<file path="src/rtl/varredura_mux_pkg.sv">
// varredura_mux_pkg: scan FSM state encodings and select count shared by the scan sequencer
package varredura_mux_pkg;
  typedef enum logic [1:0] {ST_IDLE = 2'd0, ST_SCAN = 2'd1, ST_DONE = 2'd2} state_t;
  localparam int NSEL = 4;
endpackage

</file>
<file path="src/rtl/varredura_mux_contador.sv">
// contador_dwell: CW-bit dwell counter with clear, enable and terminal flag at DWELL-1
module contador_dwell #(
  parameter int CW = 8,
  parameter int DWELL = 4
) (
  input  logic clk,
  input  logic rst_n,
  input  logic clr,
  input  logic en,
  output logic term
);
  logic [CW-1:0] cnt;
  assign term = cnt == CW'(DWELL - 1);
  always_ff @(posedge clk)
    if (!rst_n || clr) cnt <= '0;
    else if (en) cnt <= term ? '0 : cnt + 1'b1;
endmodule

</file>
<file path="src/rtl/varredura_mux.sv">
// varredura_mux: steps 4:1 mux selects 00..11, samples y after each dwell into a word with a done pulse
// AUTO_REPEAT_EN: when defined, scans repeat back-to-back after the first start
module varredura_mux
  import varredura_mux_pkg::*;
#(
  parameter int DWELL = 4,
  parameter int CW = 8
) (
  input  logic       clk,
  input  logic       rst_n,
  input  logic       start,
  input  logic       y_in,
  output logic       s0,
  output logic       s1,
  output logic       busy,
  output logic       done,
  output logic [3:0] sample_q
);
  state_t state;
  logic [1:0] idx;
  logic [2:0] shadow;
  logic term;
  contador_dwell #(.CW(CW), .DWELL(DWELL)) u_cnt (
    .clk(clk), .rst_n(rst_n), .clr(state != ST_SCAN), .en(state == ST_SCAN), .term(term)
  );
  assign {s1, s0} = idx;
  // shadow shifts in from the top so after three samples it holds {y2,y1,y0}
  always_ff @(posedge clk)
    if (!rst_n) begin
      state <= ST_IDLE;
      idx <= '0;
      shadow <= '0;
      busy <= 1'b0;
      done <= 1'b0;
      sample_q <= '0;
    end else begin
      done <= 1'b0;
      case (state)
        ST_IDLE: if (start) begin
          state <= ST_SCAN;
          idx <= '0;
          busy <= 1'b1;
        end
        ST_SCAN: if (term) begin
          if (idx == 2'(NSEL - 1)) begin
            state <= ST_DONE;
            done <= 1'b1;
            sample_q <= {y_in, shadow};
          end else begin
            idx <= idx + 2'd1;
            shadow <= {y_in, shadow[2:1]};
          end
        end
        ST_DONE: begin
          idx <= '0;
`ifdef AUTO_REPEAT_EN
          state <= ST_SCAN;
`else
          state <= ST_IDLE;
          busy <= 1'b0;
`endif
        end
        default: state <= ST_IDLE;
      endcase
    end
endmodule

</file>
<file path="config.mk">
export PLATFORM = sky130hd
export DESIGN_NAME = varredura_mux
export DESIGN_NICKNAME = d
export VERILOG_FILES = /design/src/rtl/varredura_mux_pkg.sv /design/src/rtl/varredura_mux_contador.sv /design/src/rtl/varredura_mux.sv
export SDC_FILE = /design/constraint.sdc
export NUM_CORES = 1
export LEC_CHECK = 0
export CAP_MARGIN = 20
export CORE_MARGIN = 2
export CORE_UTILIZATION = 45
export DETAILED_ROUTE_END_ITERATION = 8
export PLACE_DENSITY_LB_ADDON = 0.3
export SYNTH_ARGS = -nofsm -noshare
export SYNTH_HDL_FRONTEND = slang
export SYNTH_SLANG_ARGS = --single-unit
</file>
<file path="constraint.sdc">
create_clock -name clk -period 1.9 [get_ports clk]
set_input_delay 0.19 -clock clk [delete_from_list [all_inputs] [get_ports clk]]
set_output_delay 0.19 -clock clk [all_outputs]
set_load 0.02 [all_outputs]
</file>
======== Word level (Yosys, flattened, before mapping) ========
Cells that the tools add are included.
storage, ports and cells
  memories ................................ 0
  memory bits (read-only) ................. 0
  register bits after elaboration ......... 21
  memory bits (writable) .................. 0
  bits in latches ......................... 0
  word-level logic and storage cells ...... 42
cells by class
  reduce and logical (&&, ||, !) cells .... 11
  add/subtract/negate cells ............... 2
  $mul .................................... 0
  equality and inequality tests ........... 9
  shifts and indexed selects .............. 0
  order comparisons ....................... 0
  divide/modulo/power cells ............... 0
  bitwise gates (word level) .............. 1
  multiplexer cells ....................... 12
operators with widths
  cell                                                             count
  2-bit two-way mux                                                6
  3-bit AND reduction                                              4
  8-bit by 1-bit adder with 8-bit output, second input constant    1
  8-bit by 2-bit == test with 1-bit output, second input constant  1
  8-bit two-way mux                                                1
  2-bit != test, second input constant                             4
  2-bit case mux with 3 select lines                               1
  2-bit == test, second input constant                             2
  2-bit case mux with 2 select lines                               1
  4-bit AND reduction                                              1
  3-bit nonzero test                                               1
  2-bit by 1-bit adder with 2-bit output, second input constant    1
  2-bit by 1-bit == test with 1-bit output, second input constant  1
  2-bit logical NOT                                                1
  1-bit two-way mux                                                2
  2-bit by 1-bit != test with 1-bit output, second input constant  1
  1-bit case mux with 2 select lines                               1
  2-bit AND reduction                                              1
  2-bit nonzero test                                               1
  1-bit logical NOT                                                1
  1-bit logical OR                                                 1
  1-bit NOT                                                        1

======== Longest topological paths before layout ========
Gate-level depths: netlist of the first run.
  depth in word-level cells ............... 4
  depth in mapped cells ................... 5

======== By module ========
A second synthesis of the first run with hierarchy kept.
unflattened totals
  cells, all modules ...................... 99
  area total of the unflattened synthesis .. 917.1 um^2
modules (own cells, without submodules)
  module          cells each  seq. area each (um^2)  area each (um^2)  instances
  varredura_mux   55          260.2                  509.2             1
  contador_dwell  44          160.2                  407.9             1

======== Worst setup path before layout of the first run ========
Ideal clock, no wire load.
  path kind ............................... register -> register
  from .................................... reg u_cnt.cnt[0]
  to ...................................... reg idx[0]
  period minus slack after synthesis ...... 1.448 ns
  buffers on the path ..................... 1
  cell stages (with the launch flop) ...... 6
  arrival ................................. 1.313 ns
  path slack .............................. 0.452 ns
  cell sequence ........................... dfxtp_1 > ha_1 > nor4b_4 > a21o_1 > buf_4 > a31oi_1
between the ends
  cells in the longest elaborated chain, start to end .. 3
ends and longest elaborated chain
  element                                   line                          source
  start, declared                           varredura_mux_contador.sv:12  logic [CW-1:0] cnt;
  start signal, assigned                    varredura_mux_contador.sv:16  else if (en) cnt <= term ? '0 : cnt + 1'b1;
  8-bit by 2-bit == test with 1-bit output  varredura_mux_contador.sv:13  assign term = cnt == CW'(DWELL - 1);
  2-bit != test (no line)                   -
  4-bit AND reduction (no line)             -
  end signal, assigned                      varredura_mux.sv:50           idx <= idx + 2'd1;
  end, declared                             varredura_mux.sv:20           logic [1:0] idx;
Every way passes these cells.
A chain may end at the register's enable or synchronous reset.

======== Worst setup path after layout of the first run ========
Ends and elaborated chain as after synthesis.

==> results of run 1 <==
## path summary, 6_finish.rpt
path,start,cells after the start,slack [ns],endpoint
max,u_cnt.cnt[0],4,0.24,idx[0]
min,u_cnt.cnt[0],1,0.48,u_cnt.cnt[0]
max reg2reg,u_cnt.cnt[0],4,0.24,idx[0]
min reg2reg,u_cnt.cnt[0],1,0.48,u_cnt.cnt[0]
## layout by cell type (no fill, tap or decap), types with 3 or more instances in the layout
| master | count |
|---|---|
| nand2_1 | 12 |
| clkdlybuf4s50_1 | 11 |
| nor2_1 | 8 |
| o21ai_0 | 4 |
| dfxtp_1 | 21 |
| clkbuf_4 | 3 |
| a21oi_1 | 4 |
| inv_1 | 3 |
| mux2i_1 | 7 |
| or3_1 | 3 |
| nand3_1 | 3 |
## power groups by stage
stage | Combinational [uW] | Sequential [uW] | Clock, uW
detailed placement | 42.4 | 462 | 0
global placement | 41.6 | 462 | 0
floorplan | 22.3 | 464 | 0
CTS | 42.6 | 452 | 214
finish | 42.3 | 452 | 208
global route | 46.9 | 453 | 235
## logic make-up (layout without fill, tap and decap cells)
kind of cell / count (synthesis) / in the layout / share of synthesized area (%)
AOI/OAI and AO/OA: 16 / 16 / 10.9
xor gates and xnor gates: 3 / 3 / 2.89
adders and majority gates: 2 / 2 / 2.75
buffers and inverters: 5 / 19 / 2.48
DFF: 21 / 21 / 46.3
muxes: 7 / 7 / 7.71
and+or+nand+nor: 40 / 40 / 27.0
## routing by layer
metal	vias up	part of all wire (%)	routed length, microns
met5	-	0	0
met4	0	1.1	18
met3	2	3.2	51
met2	13	47	739
met1	325	49	776
li1	364	-	-
## layout make-up
class	instances	share of cell area, %
Multi-Input combinational cell	68	43.3
Sequential cell	21	39.1
Timing Repair Buffer	12	10.9
Tap cell	27	3.14
Clock buffer	4	2.44
Inverter	3	1.05
## cells in the mapped netlist
library cell / instances
nor4b_4: 1
nor4_1: 1
o211ai_1: 1
nand4_1: 1
nor2b_1: 1
a21o_1: 1
a41oi_1: 1
nor3b_1: 1
nor3_1: 2
dfxtp_1: 21
ha_1: 2
or4_1: 1
nand3_1: 3
xnor2_1: 1
a211oi_1: 1
a31oi_1: 2
clkbuf_1: 1
nor2_1: 8
o21a_1: 1
nand2_1: 12
inv_1: 3
xor2_1: 2
nand3b_1: 1
nor3_2: 1
buf_4: 1
a21oi_1: 4
or4b_1: 1
or3_1: 3
o31ai_1: 1
nand4_4: 1
nand3_2: 2
mux2i_1: 7
o21ai_0: 4
## flip-flops by register name (all words and copies together) (netlist names)
| name | count |
|---|---|
| idx | 2 |
| shadow | 3 |
| busy | 1 |
| done | 1 |
| u_cnt.cnt | 8 |
| sample_q | 4 |
| state | 2 |
## stage by stage
step / cell area [sq um] / utilization, %
after floorplan: 908 / -
after global placement: 1050 / 54.0
after detailed placement: 1050 / 54.0
after CTS: 1070 / 55.3
after global routing: 1070 / 55.3
final: 1070 / 55.3
## worst reg2reg max path, delay by kind of cell, from the launching register on
family	cells	cell delay (ns)
AND/OR/NAND/NOR	1	0.43
adder cells (fa/ha/maj)	1	0.26
AO/OA/AOI/OAI	2	0.48
flip-flops	1	0.38
==> metrics.cfg, run 1 <==
[cts]
cts_buffers = 3
postCtsSetupBuffers = 0
root_buffer = clkbuf_4
cts_resized = 0
path_clk_slew_ns = 0.10
clk-insertion-delay-late_ns = 0.30
cts_tree = done
clockBufferDepth = 2
cts_max_level = 1
cts.hold.buffers_added = 0
clock_sinks = 21

[power_and_ir_drop]
clockPowerShare_pct = 29.6
p_total_uw = 701
max-vdd-ir-drop_uv = 413
p_leak_uw = 0.000401
powerDensity_nw_per_um2 = 653
p_comb_share_pct = 6.0
p_seq_share_pct = 64.4
p_int_uw = 547
sw_frac_of_total_pct = 22.0
switching_power_uw = 155

[placement]
dp_slack_ns = 0.228
port-buffer-count = 11
hpwl_mm = 1.21
gp_congestion = 0.822
dp.cells = 131

[yosys]
syn_nets = 100
netlist_area_sq_um = 908
syn_area_per_cell_sq_um = 9.66
yosysTopAreaCell = dfxtp_1
synth.area.top_cells = dfxtp_1 46%, mux2i_1 7.7%, nand2_1 5.0%
seq_area_frac_synth_pct = 46.3
syn_inst = 94
synth_cell_type_count = 33
synth.top_cell.area_share_pct = 46.3
ys_warn_count = 0
synth_seq_cells = 21

[worst_setup_path]
cp-start-kind = flip-flop
critPathKind = flip-flop to flip-flop
cp_top_family = compound AO/OA/AOI/OAI gates
worstSetupEndpointType = flip-flop
crit_path_max_incr_delay_ns = 0.43
cpMaxStageDelayCell = nor4b_4
path_max_fanout = 9
critPathArrivalTime_ns = 1.84
crit_buf_inv = 0
worstPathRequired_ns = 2.08
path_cells = ha_1 -> nor4b_4 -> a21o_1 -> a31oi_1

[floorplanning]
die_y_microns = 48.9
die_w_microns = 48.9
ios = 12
initial_core_util_pct = 46.8
floorplan.die_area_sq_um = 2390
coreArea_sq_um = 1940
std_cell_rows = 16

[drt]
drtIter0Drc = 9
viasPerCell = 5.21
drc_errors = 0
wire_per_inst_microns = 11.7
totalWireLength_mm = 1.59
drtPass1Iterations = 4
ant_nets = 0
vias = 704

[timing]
fmax_mhz = 601
relSlewSlack_pct = 68.2
maxSlewViolCount = 0
fin_tns_setup_ns = 0
setup_violations = 0
rsz0062_at_grt = false
hold_slack_ns = 0.477
worst_pin_slew_ns = 0.474
fin_skew_ns = 0.00464
min_period_over_period_pct = 87.6
timing.final.ws_setup_ns = 0.235
fin_crit_ns = 1.66
hold_violations = 0

[grt]
grt_use_total_pct = 15.0
grt_pass1_wl_mm = 2.86
grtUsageMet2_pct = 25.8
grt-busiest-layer = met2
use_met3_pct = 2.76
grt_max_degree = 12
antenna_found_initial = 0
grt.met1_usage_pct = 18.6
first_global_vias = 647
gr-total-overflow = 0

[finish]
multi_input_area_sq_um = 465
area_growth_pct = 18.3
fillers = 194
seq_area_sq_um = 420
layout.cells.non_filler = 135
fin_nets = 115
n_antenna_cell = 0
drive_above_1_share_pct = 8.33

[status]
outcome = finished, final reports clean

[min_path]
holdCritPathClass = flip-flop to flip-flop

[job]
maxCapViolations = 0

Note: power is estimated with default switching activity, not from simulation.
==> run 2, diff against run 1 <==
- GPL_ROUTABILITY_DRIVEN: not set -> 0
- SETUP_SLACK_MARGIN: not set -> 0.05
==> results of run 2 <==
Same layout as run 1: the final DEF is identical, and so are final timing and power.
